**config.mk**
```make
export PLATFORM = sky130hd
export DESIGN_NAME = cam_match_array
export DESIGN_NICKNAME = d
export VERILOG_FILES = /design/src/rtl/cam_match_array.sv
export SDC_FILE = /design/constraint.sdc
export NUM_CORES = 1
export LEC_CHECK = 0
export CAP_MARGIN = 20
export CORE_ASPECT_RATIO = 0.6
export CORE_MARGIN = 4
export CORE_UTILIZATION = 49
export DETAILED_ROUTE_END_ITERATION = 7
export HOLD_SLACK_MARGIN = 0.06
export PLACE_DENSITY = 0.66
export SYNTH_ARGS = -nofsm -noshare
export SYNTH_HDL_FRONTEND = slang
export SYNTH_SLANG_ARGS = --single-unit
export TNS_END_PERCENT = 20
```
**constraint.sdc**
```tcl
create_clock -name clk_i -period 5.6 [get_ports clk_i]
set_input_delay 0.56 -clock clk_i [delete_from_list [all_inputs] [get_ports clk_i]]
set_output_delay 0.56 -clock clk_i [all_outputs]
set_load 0.02 [all_outputs]
```
**src/rtl/cam_match_array.sv**
```systemverilog
// 32-entry CAM match array: key/valid storage plus a registered match vector with valid/ready toward the encoder.
// Optional ternary masking is enabled by defining CAM_MATCH_TERNARY_EN.
module cam_match_array #(
    parameter int unsigned KEY_W = 16,
    parameter int unsigned DEPTH = 32
) (
    input  logic             clk_i,
    input  logic             rst_ni,
    input  logic             wr_en_i,
    input  logic [4:0]       wr_addr_i,
    input  logic [KEY_W-1:0] wr_key_i,
`ifdef CAM_MATCH_TERNARY_EN
    input  logic [KEY_W-1:0] wr_mask_i,
`endif
    input  logic             inval_en_i,
    input  logic [4:0]       inval_addr_i,
    input  logic             flush_i,
    input  logic             srch_req_i,
    input  logic [KEY_W-1:0] srch_key_i,
    output logic             srch_rdy_o,
    output logic [31:0]      match_o,
    output logic             match_valid_o,
    input  logic             down_rdy_i,
    output logic [5:0]       entry_cnt_o
);

    localparam int unsigned CNT_W = 6;

    typedef enum logic {
        ST_EMPTY = 1'b0,
        ST_HELD  = 1'b1
    } out_state_e;

    out_state_e             state_q, state_d;
    logic [DEPTH-1:0]       valid_q, valid_d;
    logic [KEY_W-1:0]       key_q [DEPTH];
    logic [KEY_W-1:0]       key_d [DEPTH];
    logic [31:0]            match_q, match_d;
    logic [CNT_W-1:0]       entry_cnt_q, entry_cnt_d;
    logic [DEPTH-1:0]       hit;
    logic                   accept;
    logic                   wr_eff;

`ifdef CAM_MATCH_TERNARY_EN
    logic [KEY_W-1:0]       mask_q [DEPTH];
    logic [KEY_W-1:0]       mask_d [DEPTH];
`endif

    assign srch_rdy_o    = (state_q == ST_EMPTY) || down_rdy_i;
    assign accept        = srch_req_i && srch_rdy_o;
    assign match_o       = match_q;
    assign match_valid_o = (state_q == ST_HELD);
    assign entry_cnt_o   = entry_cnt_q;

    // Flush suppresses any write or invalidate issued in the same cycle.
    assign wr_eff = wr_en_i && !flush_i;

    // Storage next-state: flush > write > invalidate.
    always_comb begin
        valid_d = valid_q;
        key_d   = key_q;
`ifdef CAM_MATCH_TERNARY_EN
        mask_d  = mask_q;
`endif
        if (flush_i) begin
            valid_d = '0;
        end else begin
            if (inval_en_i) begin
                valid_d[inval_addr_i] = 1'b0;
            end
            if (wr_en_i) begin
                valid_d[wr_addr_i] = 1'b1;
            end
        end
        if (wr_eff) begin
            key_d[wr_addr_i] = wr_key_i;
`ifdef CAM_MATCH_TERNARY_EN
            mask_d[wr_addr_i] = wr_mask_i;
`endif
        end
    end

    // Hit evaluation uses pre-edge contents, so concurrent updates are seen by the next search.
    always_comb begin
        hit = '0;
        for (int i = 0; i < DEPTH; i++) begin
`ifdef CAM_MATCH_TERNARY_EN
            hit[i] = valid_q[i] && (((key_q[i] ^ srch_key_i) & ~mask_q[i]) == '0);
`else
            hit[i] = valid_q[i] && (key_q[i] == srch_key_i);
`endif
        end
    end

    // Popcount of the current valid bits, registered one cycle behind them.
    always_comb begin
        entry_cnt_d = '0;
        for (int i = 0; i < DEPTH; i++) begin
            entry_cnt_d = entry_cnt_d + CNT_W'(valid_q[i]);
        end
    end

    // Output register FSM: result held until the consumer takes it.
    always_comb begin
        state_d = state_q;
        match_d = match_q;
        if (accept) begin
            match_d = 32'(hit);
        end
        case (state_q)
            ST_EMPTY: begin
                if (accept) begin
                    state_d = ST_HELD;
                end
            end
            ST_HELD: begin
                if (down_rdy_i && !accept) begin
                    state_d = ST_EMPTY;
                end
            end
            default: state_d = ST_EMPTY;
        endcase
    end

    always_ff @(posedge clk_i or negedge rst_ni) begin
        if (!rst_ni) begin
            state_q     <= ST_EMPTY;
            valid_q     <= '0;
            match_q     <= '0;
            entry_cnt_q <= '0;
        end else begin
            state_q     <= state_d;
            valid_q     <= valid_d;
            match_q     <= match_d;
            entry_cnt_q <= entry_cnt_d;
        end
    end

    // Key storage needs no reset; valid bits gate every hit.
    always_ff @(posedge clk_i) begin
        key_q <= key_d;
    end

`ifdef CAM_MATCH_TERNARY_EN
    always_ff @(posedge clk_i or negedge rst_ni) begin
        if (!rst_ni) begin
            for (int i = 0; i < DEPTH; i++) begin
                mask_q[i] <= '0;
            end
        end else begin
            mask_q <= mask_d;
        end
    end
`endif

endmodule

```
# Word-level counts from Yosys, hierarchy flattened
# Cells that the tools add are included.
[totals]
out_inout_bits = 40
in_bits = 49
register_bits = 583
word_cells = 165
[op_classes]
order_cmp = 6
reduce_logical = 41
n_bitwise = 5
addsub = 31
eq_ne = 32
muxes = 14
[ops]
columns = ["cell", "count"]
rows = [
  ["$bwmux 512", 1],
  ["$eq 16x16->1", 32],
  ["$add 6x1->6", 26],
  ["$mux 32", 4],
  ["$demux 16 s5", 1],
  ["$logic_and 1x1->1", 38],
  ["$and 32x32->32", 1],
  ["$not 32->32", 1],
  ["$or 32x32->32", 1],
  ["$mux 16", 1],
  ["$lt 5x6->1 const B", 2],
  ["$demux 1 s5", 2],
  ["$ge 5x1->1 const B", 2],
  ["$add 5x1->6", 1],
  ["$ge 6x6->1 const B", 1],
  ["$lt 6x1->1 const B", 1],
  ["$not 5->6", 1],
  ["$add 4x1->5", 1],
  ["$add 3x1->4", 1],
  ["$mux 1", 4],
  ["$add 2x1->3", 1],
  ["$add 1x1->2", 1],
  ["$logic_not 1->1", 2],
  ["$pmux 1 s2", 1],
  ["other kinds (2)", 2],
]

# Depth between registers and ports, before layout
# Gate-level depths: netlist of the first run.
[depth]
ltp_word = 31
depth_mapped = 15
ltp_nobuf = 15

# Least setup slack after synthesis of the first run
# OpenSTA, ideal clock, no wires.
[synth_path]
path_type = "register -> register"
start = "reg valid_q[17]"
end = "reg entry_cnt_q[4] (netlist: entry_cnt_o[4])"
setup_slack_ps = 987
synth_period_minus_slack_ps = 4613
path_buffers = 0
required_time_ps = 5520
setup_time_ps = 80
t_arrival_ps = 4533
stages_incl_launch_ff = 16
path_cell_list = "dfrtp_1 > fa_1 > inv_1 > fa_1 > inv_1 > fa_1 > inv_1 > fa_1 > fa_1 > fa_1 > inv_1 > ha_1 > fa_1 > a21o_1 > a21oi_1 > xnor2_1"
[synth_between]
elab_chain_cells = 15
[synth_rtl]
columns = ["item", "line", "source"]
rows = [
  ["from (decl)", "35", "logic [DEPTH-1:0] valid_q, valid_d;"],
  ["from (signal assigned)", "133", "valid_q <= valid_d;"],
  ["$add 6x1->6 (15 in a row)", "99", "entry_cnt_d = entry_cnt_d + CNT_W'(valid_q[i]);"],
  ["via entry_cnt_d[4]", "39", "logic [CNT_W-1:0] entry_cnt_q, entry_cnt_d;"],
  ["to (signal assigned)", "135", "entry_cnt_q <= entry_cnt_d;"],
  ["to (decl)", "39", ""],
]
# The timed path passes the listed nets, and every way through them passes these cells.
# A chain may end at the register's enable or synchronous reset.

# Final worst setup path of the first run
# Same ends and word-level chain as after synthesis.

==> results of run 1 <==
## stage by stage
stage | area (sq um) | setup slack, ps | total power [mW] | std cells
floorplan | 25500 | 987 | 5.19 | 1640
global placement | 26800 | 798 | 5.45 | 2393
detailed placement | 26800 | 757 | 5.46 | 2395
CTS | 28500 | 733 | 8.98 | 2491
global route | 28500 | 573 | 9.21 | 2495
finish | 28500 | 721 | 8.94 | 2495
## placed cells by master, fill, tap and decap left out, types with 3 or more instances in the layout
cell,n
nand3b_1,7
ha_1,7
o31ai_1,3
nand2_1,51
dfrtp_1,71
buf_2,32
xor2_1,461
nor4_2,15
clkdlybuf4s50_1,55
clkinv_1,10
nor3b_1,4
o211ai_1,8
a31o_2,8
o21ai_0,21
nor2_1,47
nor4_1,81
o32ai_1,7
clkbuf_8,5
xnor2_1,54
inv_1,33
edfxtp_1,512
o31ai_2,19
buf_12,3
nand4_1,20
a31o_1,5
clkbuf_16,53
bufinv_16,4
fa_1,24
buf_4,54
nor3_1,23
nand2b_1,3
clkinv_2,6
nand3_1,52
clkbuf_1,16
## logic make-up (layout without fill, tap and decap cells)
| group | count (synthesis) | count (layout) | synth area share [%] |
|---|---|---|---|
| flip-flops | 583 | 583 | 67.3 |
| XOR/XNOR | 515 | 515 | 17.7 |
| AND/OR/NAND/NOR | 320 | 320 | 7.08 |
| buffers and inverters | 114 | 274 | 3.17 |
| AO/OA/AOI/OAI | 77 | 77 | 2.55 |
| adder cells (fa/ha/maj) | 31 | 31 | 2.23 |
| other | 0 | 2 | 0 |
## power breakdown
group	internal [mW]	switching, mW	total, mW
combinational	0.164	0.436	0.600
clock	1.99	1.57	3.56
sequential	4.76	0.0160	4.78
## path summary, 6_finish.rpt
check	start	end	slack [ps]	cells past startpoint
max reg2reg	valid_q[17]	entry_cnt_o[4]	720	15
min reg2reg	match_o[17]	match_o[17]	490	2
max	valid_q[17]	entry_cnt_o[4]	720	15
max in group asynchronous	rst_ni	match_o[2]	3910	3
min	match_o[17]	match_o[17]	490	2
min in group asynchronous	rst_ni	match_o[21]	500	2
## Yosys cell counts, drive strengths merged
cell type,number,share of area [%]
a21o,2,0.059
a21oi,2,0.039
a31o,13,0.45
and2,1,0.025
and3,1,0.025
and3b,1,0.034
buf,69,2.5
clkbuf,11,0.16
clkinv,1,0.015
dfrtp,71,7.0
edfxtp,512,60
fa,24,1.9
ha,7,0.34
inv,33,0.49
nand2,52,0.77
nand2b,4,0.13
nand3,52,1.0
nand3b,7,0.21
nand4,20,0.49
nor2,51,0.83
nor2b,1,0.025
nor3,23,0.45
nor3b,4,0.12
nor4,96,2.7
o211ai,8,0.24
o21a,1,0.029
o21ai,21,0.41
o31ai,22,1.0
o32ai,7,0.24
o41ai,1,0.064
or2,1,0.025
or3,2,0.069
or3b,4,0.15
xnor2,54,1.9
xor2,461,16
## worst max-delay path: cells and delay by family, from the launching register on
family                   cells  cell delay [ps]
flip-flops                   1              420
buffers and inverters        4              230
XOR/XNOR                     1              140
adder cells (fa/ha/maj)      8             3650
AO/OA/AOI/OAI                2              370
## layout make-up
type | instances | area [sq um] | area share (%)
flip-flops and latches | 583 | 17200 | 60.1
multi-input cells | 943 | 7540 | 26.4
clock buffers | 74 | 1460 | 5.10
repair buffers | 145 | 1190 | 4.16
well taps | 693 | 867 | 3.04
clock inverters | 21 | 199 | 0.697
inverters | 34 | 128 | 0.447
diodes | 2 | 5.00 | 0.0175
## state kept, by name, summed over array words and instances, names as in the netlist
register / count
entry_cnt_o: 6
key_q: 512
match_o: 32
match_valid_o: 1
valid_q: 32
## metal layers
layer / wire (um) / share of wire, % / track usage, %
met1: 31800 / 45 / 38.9
met5: 0 / 0 / 0
met4: 1430 / 2.0 / 5.41
met2: 31000 / 44 / 38.1
met3: 6420 / 9.1 / 5.27
## what timing repair did
item	in CTS	in global routing
hold endpoints to repair	22	0
hold buffers	1	0
endpoints found under the setup margin	0	0
buffers inserted	0	0
==> results.tsv, run 1 <==
metric	value	unit
Row Count	64	
Mapped Area	25500	sq um
sequential area share after synthesis	67.3	%
vias	14280	
CTS root buf	clkbuf_16	
crit-path max cell delay	560	ps
# fillers	4062	
Yosys Warn Count	0	
Num CTS Buffers	52	
max-slew violation count	0	
cts repair resizes	0	
CP max-delay cell	fa_1	
RSZ-0062 raised after global routing	false	
Cells after Synth	1640	
Crit. End Element	flop	
Core ar.	51200	sq um
total of max-cap violations	0	
HP Class	reg -> reg	
Clock Path Buffers	3	
Synth Register Bits	583	
Clock Latency Late Sink	580	ps
total wire length	70600	um
starting density of the core	49.8	%
Layout area overhead	11.9	%
share of cells above drive strength 1	11.8	%
1st-iter DRT viols	1602	
status	finished clean	
wire length per cell	28.3	um
Setup violations, final	0	
data required time at the worst endpoint	6100	ps
maximum VDD drop	214	uV
DIE WIDTH	302	um
global-route wire length before repair	101000	um
Layout Utilization	55.8	%
gpl congestion	0.924	
CP Cell Sequence	fa_1, inv_1, fa_1, inv_1, fa_1, inv_1, fa_1, fa_1, fa_1, inv_1, ha_1, fa_1, a21o_1, a21oi_1, xnor2_1	
I/O Buffers	88	
GRT Total Usage	25.5	%
fin crit period	4880	ps
clock sink count	583	
dpl hpwl	40800	um
CTS clock-pin slew for the worst setup and hold paths	70	ps
Final Hold Vio Count	0	
Worst-Margin Slew	1240	ps
CP max FO	3	
syn_nets	1720	
Via density	5.72	
IO Count	89	
DRT Pass-1 Iters	5	
initial antenna violation count	4	
setup TNS	0	ps
Rel. slew slack	17.3	%
crit start category	flop	
pin count of the biggest net entering global routing	55	
die height	185	um
Tcrit/Tclk final	87.1	%
Fmax	0.205	GHz
CP Class	reg -> reg	
# nets final	1839	
full die area	55900	sq um
clock skew	13.1	ps
synth unique cells	46	
Post-DRT Antenna Nets	0	
syn avg cell area	15.5	sq um
pwr/cell area	313	nW/um^2
DRC	0	
vias in the first global route	13807	
grt ovf	0	
P_leak	9.86	nW
# H-tree levels	2	
CTS tree	done	
WP data arrival	5380	ps
WHS	489	ps
most used cell, CP	fa_1	
No activity file was read; power rests on OpenSTA's default activity.
==> inputs of run 2 (changes only) <==
--- a/config.mk
+++ b/config.mk
@@ -12,6 +12,7 @@
 export DETAILED_ROUTE_END_ITERATION = 7
 export HOLD_SLACK_MARGIN = 0.06
 export PLACE_DENSITY = 0.66
+export SKIP_CTS_REPAIR_TIMING = 1
 export SYNTH_ARGS = -nofsm -noshare
 export SYNTH_HDL_FRONTEND = slang
 export SYNTH_SLANG_ARGS = --single-unit
==> results.tsv, run 2 (synthesis gave the netlist of run 1 again) <==
metric	value	unit	change
status	finished clean		
total of max-cap violations	0		unchanged
RSZ-0062 raised after global routing	false		
power after layout	8.94	mW	about the same
commonest non-fill, non-tap cell in the layout	edfxtp_1		
CP Class	reg -> reg		
HP Class	in -> async		
data required time at the worst endpoint	6100	ps	about the same
vias in the first global route	13795		-0.087%
DRT Pass-1 Iters	5		unchanged
Clock Path Buffers	3		unchanged
Clock Latency Late Sink	580	ps	about the same
crit start category	flop		
P_leak	9.86	nW	unchanged
Row Count	64		unchanged
DP Cell Count	2395		unchanged
Layout Utilization	55.8	%	unchanged
1st-iter DRT viols	1616		+0.87%
cell depth of the worst flop-to-flop path	15		unchanged
maximum VDD drop	213	uV	-0.23%
CTS clock-pin slew for the worst setup and hold paths	70	ps	about the same
final worst slack	728	ps	+6.87 ps
Largest register FFs	512		unchanged
WP data arrival	5370	ps	about the same
total wire length	70600	um	about the same
Core ar.	51200	sq um	unchanged
Worst Setup EP	entry_cnt_o[4]		
max-slew violation count	0		unchanged
vias	14255		-0.18%
starting density of the core	49.8	%	unchanged
# nets final	1839		unchanged
I/O Buffers	88		unchanged
dpl hpwl	40800	um	unchanged
wire length per cell	28.3	um	about the same
grt ovf	0		unchanged
CP max FO	3		unchanged
share of cells above drive strength 1	11.8	%	unchanged
IO Count	89		unchanged
Layout area overhead	11.9	%	unchanged
full die area	55900	sq um	unchanged
global-route wire length before repair	101000	um	about the same
Setup Slack @ Placement	757	ps	unchanged
worst reg2reg endpoint	entry_cnt_o[4]		
DRC	0		unchanged
gpl congestion	0.924		unchanged
CTS tree	done		
setup TNS	0	ps	unchanged
initial antenna violation count	4		unchanged
R2R Path Start	valid_q[17]		
Reg2Reg Setup Slack	730	ps	about the same
DIE WIDTH	302	um	unchanged
Post-Layout Cell Count	2495		unchanged
clock skew	14.2	ps	+1.07 ps
Via density	5.71		-0.18%
Crit. Startpoint	valid_q[17]		
Largest Register	key_q		
# H-tree levels	2		unchanged
Final Hold Vio Count	0		unchanged
Setup violations, final	0		unchanged
die height	185	um	unchanged
Crit. End Element	flop		
fin crit period	4870	ps	-6.87 ps
GRT Total Usage	25.5	%	about the same
CTS root buf	clkbuf_16		
pwr/cell area	313	nW/um^2	about the same
Num CTS Buffers	52		unchanged
clock sink count	583		unchanged
Rel. slew slack	17.8	%	+0.48 points
Post-DRT Antenna Nets	0		unchanged
Worst-Margin Slew	1230	ps	-7.22 ps
pin count of the biggest net entering global routing	55		unchanged
commonest non-fill, non-tap cells in the layout	512 x edfxtp_1, 461 x xor2_1, 81 x nor4_1, 71 x dfrtp_1, 55 x clkdlybuf4s50_1		
Fmax	0.205	GHz	+0.14%
Tcrit/Tclk final	87.0	%	-0.12 points
[run 2: final cells by class]
cell class | instances | area (sq um)
diodes | 2 | 5.00
clock buffers | 74 | 1460
clock inverters | 21 | 199
fillers | 4062 | 22600
inverters | 34 | 128
multi-input cells | 943 | 7540
flip-flops and latches | 583 | 17200
well taps | 693 | 867
repair buffers | 145 | 1190
[run 2: metrics by stage]
stage                     cell area (sq um)  hold slack [ps]
final                                 28500              489
after global routing                  28500              505
after global placement                26800              469
after CTS                             28500            -44.1
after floorplan                       25500              264
after detailed placement              26800              478
[run 2: routing by layer]
| layer | vias to the layer above | routed length (um) | GRT usage [%] | share of wire, % |
|---|---|---|---|---|
| met2 | 672 | 30900 | 38.1 | 44 |
| met4 | 0 | 1410 | 5.41 | 2.0 |
| met3 | 95 | 6500 | 5.27 | 9.2 |
| met5 | - | 0 | 0 | 0 |
| met1 | 7370 | 31800 | 38.9 | 45 |
| li1 | 6118 | - | - | - |
[run 2: report_power, final]
part           switching, mW  leakage (nW)  total (mW)  internal [mW]
Sequential            0.0159          5.59        4.78           4.76
Clock                   1.57         0.802        3.56           1.99
Combinational          0.435          3.46       0.599          0.164
Total                   2.02          9.86        8.94           6.91
[run 2: how the worst min path moves through the flow]
stage           startpoint        endpoint  slack (ps)  depth (start not counted)
4_1_cts             rst_ni     match_o[21]         -40                          1
3_5_place_dp   match_o[31]     match_o[31]         480                          2
2_1_floorplan       rst_ni  entry_cnt_o[0]         260                          0
5_1_grt        wr_key_i[3]      key_q[131]         510                          1
6_report            rst_ni     match_o[21]         490                          2
3_3_place_gp    match_o[9]      match_o[9]         470                          2
[run 2: worst max-delay path, stage by stage, from the launching register on]
cell,delay [ps]
dfrtp_1,420
fa_1,550
inv_1,90
fa_1,490
inv_1,50
fa_1,470
inv_1,50
fa_1,530
fa_1,430
fa_1,490
inv_1,40
ha_1,210
fa_1,470
a21o_1,200
a21oi_1,170
xnor2_1,140
==> inputs of run 3 (changes only) <==
--- a/config.mk
+++ b/config.mk
@@ -13,6 +13,7 @@
 export HOLD_SLACK_MARGIN = 0.06
 export PLACE_DENSITY = 0.66
 export SKIP_CTS_REPAIR_TIMING = 1
+export SKIP_LAST_GASP = 1
 export SYNTH_ARGS = -nofsm -noshare
 export SYNTH_HDL_FRONTEND = slang
 export SYNTH_SLANG_ARGS = --single-unit
==> results of run 3 <==
No change in the layout: final DEF, timing and power equal those of run 2.
